==> src/rtl/lfu_slot_ctrl.sv <==
// Fully-associative slot pool controller with least-frequently-used replacement.
// Optional counter aging is enabled by defining LFU_SLOT_CTRL_AGING_EN.
module lfu_slot_ctrl #(
  parameter int NUM_SLOTS = 4,
  parameter int TAG_W     = 4,
  parameter int CNT_W     = 8,
  localparam int SLOT_W   = $clog2(NUM_SLOTS)
) (
  input  logic                 clk,
  input  logic                 rst,
  input  logic                 req_valid,
  output logic                 req_ready,
  input  logic [TAG_W-1:0]     req_tag,
  input  logic                 flush,
  output logic                 rsp_valid,
  input  logic                 rsp_ready,
  output logic                 rsp_hit,
  output logic [SLOT_W-1:0]    rsp_slot,
  output logic                 rsp_evicted,
  output logic [TAG_W-1:0]     rsp_evict_tag,
  output logic [NUM_SLOTS-1:0] slot_occupied,
  output logic [1:0]           dbg_state
);

  // Handshakes: a transfer happens on a rising edge where valid and ready are
  // both 1; a response holds every rsp_* field until it is taken.
  localparam logic [1:0] IDLE   = 2'd0;
  localparam logic [1:0] LOOKUP = 2'd1;
  localparam logic [1:0] VICTIM = 2'd2;
  localparam logic [1:0] RESP   = 2'd3;

  localparam logic [CNT_W-1:0] CNT_MAX = '1;
  localparam logic [CNT_W-1:0] CNT_ONE = {{(CNT_W-1){1'b0}}, 1'b1};

  logic [1:0]           state_q, state_d;
  logic                 req_ready_q, req_ready_d;
  logic [TAG_W-1:0]     tag_q, tag_d;
  logic [NUM_SLOTS-1:0] valid_q, valid_d;
  logic [TAG_W-1:0]     tags_q [NUM_SLOTS];
  logic [TAG_W-1:0]     tags_d [NUM_SLOTS];
  logic [CNT_W-1:0]     cnt_q  [NUM_SLOTS];
  logic [CNT_W-1:0]     cnt_d  [NUM_SLOTS];
  logic                 rsp_valid_q, rsp_valid_d;
  logic                 rsp_hit_q, rsp_hit_d;
  logic [SLOT_W-1:0]    rsp_slot_q, rsp_slot_d;
  logic                 rsp_evicted_q, rsp_evicted_d;
  logic [TAG_W-1:0]     rsp_evict_tag_q, rsp_evict_tag_d;

  logic                 hit_found, free_found;
  logic [SLOT_W-1:0]    hit_idx, free_idx, victim_idx;
  logic [CNT_W-1:0]     min_cnt;

  // Match, first free slot and LFU victim (strict < keeps ties on the lowest index).
  always_comb begin
    hit_found  = 1'b0;
    free_found = 1'b0;
    hit_idx    = '0;
    free_idx   = '0;
    victim_idx = '0;
    min_cnt    = cnt_q[0];
    for (int i = 0; i < NUM_SLOTS; i++) begin
      if (!hit_found && valid_q[i] && (tags_q[i] == tag_q)) begin
        hit_found = 1'b1;
        hit_idx   = SLOT_W'(i);
      end
      if (!free_found && !valid_q[i]) begin
        free_found = 1'b1;
        free_idx   = SLOT_W'(i);
      end
      if (cnt_q[i] < min_cnt) begin
        min_cnt    = cnt_q[i];
        victim_idx = SLOT_W'(i);
      end
    end
  end

  always_comb begin
    state_d         = state_q;
    req_ready_d     = req_ready_q;
    tag_d           = tag_q;
    valid_d         = valid_q;
    tags_d          = tags_q;
    cnt_d           = cnt_q;
    rsp_valid_d     = rsp_valid_q;
    rsp_hit_d       = rsp_hit_q;
    rsp_slot_d      = rsp_slot_q;
    rsp_evicted_d   = rsp_evicted_q;
    rsp_evict_tag_d = rsp_evict_tag_q;
    case (state_q)
      IDLE: begin
        if (flush) begin
          valid_d     = '0;
          req_ready_d = 1'b0;
          for (int i = 0; i < NUM_SLOTS; i++) cnt_d[i] = '0;
        end else if (req_valid && req_ready_q) begin
          tag_d       = req_tag;
          req_ready_d = 1'b0;
          state_d     = LOOKUP;
        end else begin
          req_ready_d = 1'b1;
        end
      end
      LOOKUP: begin
        rsp_evicted_d   = 1'b0;
        rsp_evict_tag_d = '0;
        if (hit_found) begin
`ifdef LFU_SLOT_CTRL_AGING_EN
          // Reaching the ceiling halves the whole pool so ratios survive.
          if (cnt_q[hit_idx] == CNT_MAX - CNT_ONE) begin
            for (int i = 0; i < NUM_SLOTS; i++) cnt_d[i] = cnt_q[i] >> 1;
            cnt_d[hit_idx] = CNT_MAX >> 1;
          end else begin
            cnt_d[hit_idx] = cnt_q[hit_idx] + CNT_ONE;
          end
`else
          if (cnt_q[hit_idx] != CNT_MAX) cnt_d[hit_idx] = cnt_q[hit_idx] + CNT_ONE;
`endif
          rsp_hit_d   = 1'b1;
          rsp_slot_d  = hit_idx;
          rsp_valid_d = 1'b1;
          state_d     = RESP;
        end else if (free_found) begin
          valid_d[free_idx] = 1'b1;
          tags_d[free_idx]  = tag_q;
          cnt_d[free_idx]   = CNT_ONE;
          rsp_hit_d         = 1'b0;
          rsp_slot_d        = free_idx;
          rsp_valid_d       = 1'b1;
          state_d           = RESP;
        end else begin
          state_d = VICTIM;
        end
      end
      VICTIM: begin
        rsp_evicted_d      = 1'b1;
        rsp_evict_tag_d    = tags_q[victim_idx];
        tags_d[victim_idx] = tag_q;
        cnt_d[victim_idx]  = CNT_ONE;
        rsp_hit_d          = 1'b0;
        rsp_slot_d         = victim_idx;
        rsp_valid_d        = 1'b1;
        state_d            = RESP;
      end
      RESP: begin
        if (rsp_ready) begin
          rsp_valid_d = 1'b0;
          req_ready_d = 1'b1;
          state_d     = IDLE;
        end
      end
      default: begin
        state_d     = IDLE;
        req_ready_d = 1'b0;
        rsp_valid_d = 1'b0;
      end
    endcase
  end

  always_ff @(posedge clk or negedge rst) begin
    if (!rst) begin
      state_q         <= IDLE;
      req_ready_q     <= 1'b0;
      tag_q           <= '0;
      valid_q         <= '0;
      rsp_valid_q     <= 1'b0;
      rsp_hit_q       <= 1'b0;
      rsp_slot_q      <= '0;
      rsp_evicted_q   <= 1'b0;
      rsp_evict_tag_q <= '0;
      for (int i = 0; i < NUM_SLOTS; i++) begin
        tags_q[i] <= '0;
        cnt_q[i]  <= '0;
      end
    end else begin
      state_q         <= state_d;
      req_ready_q     <= req_ready_d;
      tag_q           <= tag_d;
      valid_q         <= valid_d;
      rsp_valid_q     <= rsp_valid_d;
      rsp_hit_q       <= rsp_hit_d;
      rsp_slot_q      <= rsp_slot_d;
      rsp_evicted_q   <= rsp_evicted_d;
      rsp_evict_tag_q <= rsp_evict_tag_d;
      for (int i = 0; i < NUM_SLOTS; i++) begin
        tags_q[i] <= tags_d[i];
        cnt_q[i]  <= cnt_d[i];
      end
    end
  end

  assign req_ready     = req_ready_q;
  assign rsp_valid     = rsp_valid_q;
  assign rsp_hit       = rsp_hit_q;
  assign rsp_slot      = rsp_slot_q;
  assign rsp_evicted   = rsp_evicted_q;
  assign rsp_evict_tag = rsp_evict_tag_q;
  assign slot_occupied = valid_q;
  assign dbg_state     = state_q;

endmodule

==> config.mk <==
export PLATFORM = sky130hd
export DESIGN_NAME = lfu_slot_ctrl
export DESIGN_NICKNAME = d
export VERILOG_FILES = /design/src/rtl/lfu_slot_ctrl.sv
export SDC_FILE = /design/constraint.sdc
export NUM_CORES = 1
export LEC_CHECK = 0
export BUFFER_PORTS_ARGS = -buffer_cell sky130_fd_sc_hd__buf_2
export CAP_MARGIN = 20
export CORE_ASPECT_RATIO = 0.75
export CORE_MARGIN = 1
export CORE_UTILIZATION = 55
export CTS_BUF_LIST = sky130_fd_sc_hd__clkbuf_2 sky130_fd_sc_hd__clkbuf_4 sky130_fd_sc_hd__clkbuf_8
export CTS_CLUSTER_SIZE = 10
export DETAILED_ROUTE_END_ITERATION = 7
export GPL_ROUTABILITY_DRIVEN = 0
export PLACE_DENSITY = 0.74
export RECOVER_POWER = 100
export SLEW_MARGIN = 40
export SYNTH_ARGS = -nofsm -noshare
export SYNTH_HDL_FRONTEND = slang
export SYNTH_SLANG_ARGS = --single-unit
==> constraint.sdc <==
create_clock -name clk -period 16.1 [get_ports clk]
set_input_delay 3.22 -clock clk [delete_from_list [all_inputs] [get_ports clk]]
set_output_delay 3.22 -clock clk [all_outputs]
set_load 0.01 [all_outputs]
* After elaboration in Yosys (flattened, before gate mapping)
Index checks and enable logic that the tools add are counted.
Operators by class: $add $sub $neg 1, order comparisons 11, equal/unequal tests 16, mux-type cells 74, bitwise logic cells 11, reduce and logical (&&, ||, !) cells 37
Operators by type and width (count):
- 2-to-1 mux 32 bit | 4
- case mux 32 bit (3 select lines) | 1
- bitwise AND 28 bit | 2
- 2-to-1 mux 8 bit | 7
- NOT 28 bit | 2
- demux 8 bit (select 2 bit) | 3
- bitwise mux 16 bit | 2
- bitwise mux 32 bit | 1
- 2-to-1 mux 16 bit | 2
- case mux 16 bit (2 select lines) | 1
- 2-to-1 mux 4 bit | 7
- less-than comparator 8 bit | 3
- 2-to-1 mux 1 bit | 22
- 2-to-1 mux 2 bit | 11
- binary-select mux 8 bit (select 2 bit) | 1
- demux 4 bit (select 2 bit) | 2
- == test 4 bit | 4
- case mux 4 bit (2 select lines) | 2
- logical AND 1 bit | 15
- != test 2 bit (second input constant) | 6
- bitwise OR 4 bit | 3
- AND reduction 3 bit | 4
- >= comparator 3 bit (second input constant) | 3
- less-than comparator 3 x 1 -> 1 bit (second input constant) | 3
- other kinds (21) | 39
Word-level totals: bits in registers 68, word-level logic and storage cells 167

* Logic depth before layout (Yosys ltp)
depth in word-level cells 24, depth in mapped cells 30, gate-level depth less buffers 26

* Least setup slack after synthesis
No wires, ideal clock.
path kind reg2reg, start point register cnt_q[26] (netlist name), end point register tags_q[12] (netlist name), library setup time 0.125 ns, arrival 5.980 ns, required time 15.975 ns, slack 9.995 ns, cell stages (with the launch flop) 29, clock period less this slack 6.105 ns, cells stage by stage dfrtp_1 -> inv_1 -> ha_1 -> a211o_1 -> a31oi_1 -> o311a_1 -> clkbuf_1 -> clkbuf_1 -> a21oi_1 -> ha_1 -> a21o_1 -> a21o_1 -> a21oi_1 -> o21ai_0 -> nand3b_1 -> clkbuf_1 -> clkbuf_1 -> nand2_1 -> o21ai_0 -> ha_1 -> a21o_1 -> a21o_1 -> a21oi_1 -> nor3b_1 -> nand2b_1 -> and4b_1 -> clkbuf_2 -> a31oi_4 -> mux2_2
On the way: longest elaborated chain between the ends 13, elaborated cells on any way between the ends 16, classes of those cells order compare: 5; mux: 9; bitwise: 1; reduce/logical: 1
RTL lines:
- start, declared | RTL line 41 | logic [CNT_W-1:0] cnt_q [NUM_SLOTS];
- start signal, assigned by index | RTL line 186 | cnt_q[i] <= cnt_d[i];
- less-than comparator 8 bit | RTL line 70 | if (cnt_q[i] < min_cnt) begin
- 2-to-1 mux 8 bit | RTL line 70
- less-than comparator 8 bit | RTL line 70
- 2-to-1 mux 8 bit | RTL line 70
- less-than comparator 8 bit | RTL line 70
- 2-to-1 mux 2 bit * | RTL line 70
- NOT 2 -> 3 bit (implied by the code) * | RTL line 137 | tags_d[victim_idx] = tag_q;
- >= comparator 3 bit (implied by the code) or less-than comparator 3 x 1 -> 1 bit (tied branches) | RTL line 137
- logical AND 1 bit (implied by the code) | RTL line 137
- 2-to-1 mux 4 bit (implied by the code) | RTL line 137
- demux 4 bit (select 2 bit) * | RTL line 137
- bitwise mux 16 bit * | RTL line 137
- case mux 16 bit (2 select lines) * | RTL line 89 | case (state_q)
- end signal, assigned by index | RTL line 185 | tags_q[i] <= tags_d[i];
- end, declared | RTL line 39 | logic [TAG_W-1:0] tags_q [NUM_SLOTS];
Mark *: on every way between the ends. The rest lies on a longest branch, timed or not. A chain may end at the register's enable or synchronous reset.

* Worst setup path after layout
start point register cnt_q[26] (netlist name), end point register tags_q[14] (netlist name)
The elaborated chain is that of the path after synthesis.

==> reports/qor.csv <==
stage,metric,value,unit
timing,rsz0062_at_grt,no,
grt,grt_pass1_wl,22270,um
synth,ys_ff_latch,68,
layout,nNetsFinal,573,
layout,multi_input_area,2848,um^2
critical_path,critPathMaxFanout,22,
floorplanning,pin_count,25,
synth,synth_simple_gate_area_share,0.1776,
synth,ys_types,69,
layout,final.fill_count,754,
clock_network,root_buffer,clkbuf_8,
routing,wl_per_cell,21.77,um
clock_network,htree_levels,3,
critical_path,critPathRequiredTime,16350,ps
floorplanning,die_x,110.3,um
placed_design,place_hpwl,10280,um
grt,grt_pass1_vias,4042,
power,clkPwrFrac,0.129,
synth,synth.cell_area,4840,um^2
routing,vias,4421,
synth,synth_warnings,0,
layout,stdcell_count,651,
synth,muxShareOfSynthArea,0.05843,
clock_network,post-cts-setup-buffers,0,
power,p_leak,0.002268,uW
timing,setup-tns-final,0,ps
synth,syn_nets,566,
run_status,violations,"capacitance limit, slew limit",
synth,synth_commonest_cells,"dfrtp_1, nand2_1, nor2_1",
synth,synth_top_family_by_area,compound AO/OA/AOI/OAI gates,
min_path,worstHoldPathType,register to register,
placed_design,place_inst,633,
power,seqPwrFrac,0.251,
synth,synth_area_per_cell,9.114,um^2
placed_design,io_buffer_count,24,
floorplanning,initial_core_util,0.5700,
grt,overflow,0,
timing,final.min_clock_period,6804,ps
critical_path,arrival,7060,ps
synth,synth_adder_area_share,0.06722,
routing,drtIter0Drc,567,
power,pwr-share-comb,0.621,
clock_network,clk_latency,360,ps
synth,synth_compound_area_frac,0.2562,
synth,yosys-top-cells-area,"dfrtp_1, ha_1, o2bb2ai_1",
timing,worst_slew_pin_slew,3683,ps
layout,num_antenna_cells,0,
clock_network,cts_inserted_buffers,9,
timing,report.final.setup_viol,0,
clock_network,cts.sinks,68,
timing,drv_slew,69,
floorplanning,die-area,9182,um^2
clock_network,cts_buffer_depth,2,
routing,drt_first_pass_iters,6,
critical_path,critPathKind,register to register,
power,powerDensity,219.3,nW/um^2
layout,seq_area,1702,um^2
clock_network,clk_pin_slew,80,ps
run_status,status,"complete, but fails checks",
clock_network,cts_resized,0,
power,peakVddDrop,0.1355,mV
power,switchingPower,584.2,uW
timing,timing.fmax,147.0,MHz
synth,synth_largest_area_cell,dfrtp_1,
clock_network,cts_tree,done,
grt,grt.total_usage,0.3246,
synth,dominantRegCellSynth,dfrtp_1,
grt,antenna_found_initial,0,
synth,synth_edf_count,0,
timing,min_period_over_period,0.4226,
layout,layout-drive-gt1-share,0.1087,
floorplanning,row_count,29,
floorplanning,fp.dieH,83.24,um
synth,synth_seq_area_share,0.3516,
grt,grt_start_max_net_pins,69,
clock_network,holdBufCountCts,0,
floorplanning,core,8491,um^2
routing,wirelength,14170,um
critical_path,end_kind,register,
critical_path,critPathLaunchType,register,
power,switching_share,0.5233,
synth,synth.most_common_cell,dfrtp_1,
timing,finClkSkew,13.43,ps
synth,synth_xor_area_frac,0.03438,
synth,netlist_instances,531,
synth,synth_top_area_frac,0.3516,
timing,slew_headroom,-1.455,
run,cap_violations,1,
power,total_power,1116,uW
power,p_int,532.2,uW
routing,route.detailed.drc,0,
layout,area_growth,5.196,%
routing,vias_per_cell,6.791,
routing,ant_nets,0,
timing,hold_violations,0,
synth,async_flop_share,1.000,
==> flip-flops by register name, indices dropped and copies added, names as in the netlist <==
| register | count |
|---|---|
| rsp_hit | 1 |
| tag_q | 4 |
| dbg_state | 2 |
| rsp_evict_tag | 4 |
| cnt_q | 32 |
| rsp_evicted | 1 |
| rsp_valid | 1 |
| tags_q | 16 |
| slot_occupied | 4 |
| rsp_slot | 2 |
| req_ready | 1 |
==> power groups by stage <==
stage	Clock (uW)	Combinational, uW	Sequential, uW
floorplan	0	562	252
global placement	0	658	278
detailed placement	0	677	280
CTS	145	684	277
global route	152	753	286
finish	144	693	280
==> cells in the final DEF (no fill, tap or decap), drive strengths merged, types with 5 or more instances in the layout <==
cell type,instances
dfrtp,68
nand2,50
nor2,44
a21oi,41
o2bb2ai,29
clkbuf,28
o21ai,27
ha,26
inv,21
mux2,18
xor2,13
a21o,12
nor3,12
nand4,11
nand3,10
and2,10
a31oi,9
buf,9
mux2i,8
o31ai,8
o22ai,7
xnor2,6
nand2b,6
o211ai,6
o21a,5
a221oi,5
nor4,5
==> path summary, 6_finish.rpt <==
check | endpoint | slack [ps] | cells past startpoint | start
worst max-delay path | tags_q[14] | 9300 | 25 | cnt_q[26]
worst min-delay path | rsp_valid | 490 | 2 | rsp_valid
worst max register to register | tags_q[14] | 9300 | 25 | cnt_q[26]
worst min register to register | rsp_valid | 490 | 2 | rsp_valid
max in group asynchronous | rsp_valid | 9800 | 2 | rst
min in group asynchronous | tags_q[7] | 4220 | 2 | rst
==> through the flow <==
step | worst slack, ps | utilization | instance area, um^2 | hold slack (ps)
after floorplan | 9995 | - | 4840 | 477.3
after global placement | 9615 | 0.5800 | 4925 | 464.5
after detailed placement | 9298 | 0.5805 | 4928 | 469.4
after CTS | 9279 | 0.6040 | 5129 | 492.5
after global routing | 8813 | 0.5996 | 5091 | 500.4
final | 9296 | 0.5996 | 5091 | 490.1
==> cells by family (layout without fill, tap and decap cells) <==
logic type,Yosys count,in the layout
buffers and inverters,53,65
adder cells (fa/ha/maj),26,26
multiplexers,26,26
AO/OA/AOI/OAI,175,175
XOR/XNOR,19,19
flip-flops,68,68
AND/OR/NAND/NOR,164,164
==> critical path, stage by stage, from the launching register on <==
cell and delay [ps]:
dfrtp_1 430, inv_1 110, ha_1 290, a211o_1 250, a31oi_1 150, o311a_1 720
nor2_1 70, a21oi_1 190, ha_1 280, a21o_1 160, a21o_1 170, a21oi_1 220
a21oi_1 150, o211ai_1 130, nand3b_1 370, nand2_1 170, o21ai_0 100, ha_1 310
a21o_1 180, a21o_1 160, a21oi_1 210, nor3b_1 430, nand2b_1 140, and4b_1 370
a31oi_1 530, mux2_2 400
==> per-layer routing <==
layer	vias up	GRT usage	wire length, um	part of all wire
met5	-	0	0	0
met4	0	0.08373	247	0.017
met3	31	0.1177	1822	0.13
met2	278	0.4303	5850	0.41
met1	2123	0.4912	6252	0.44
li1	1989	-	-	-
==> cell type report <==
| class | count | area share |
|---|---|---|
| clock buffers | 9 | 0.02433 |
| multi-input cells | 410 | 0.5594 |
| well taps | 108 | 0.02654 |
| clock inverters | 7 | 0.01499 |
| flip-flops and latches | 68 | 0.3342 |
| repair buffers | 28 | 0.02507 |
| inverters | 21 | 0.01548 |
No activity file was read; power rests on OpenSTA's default activity.
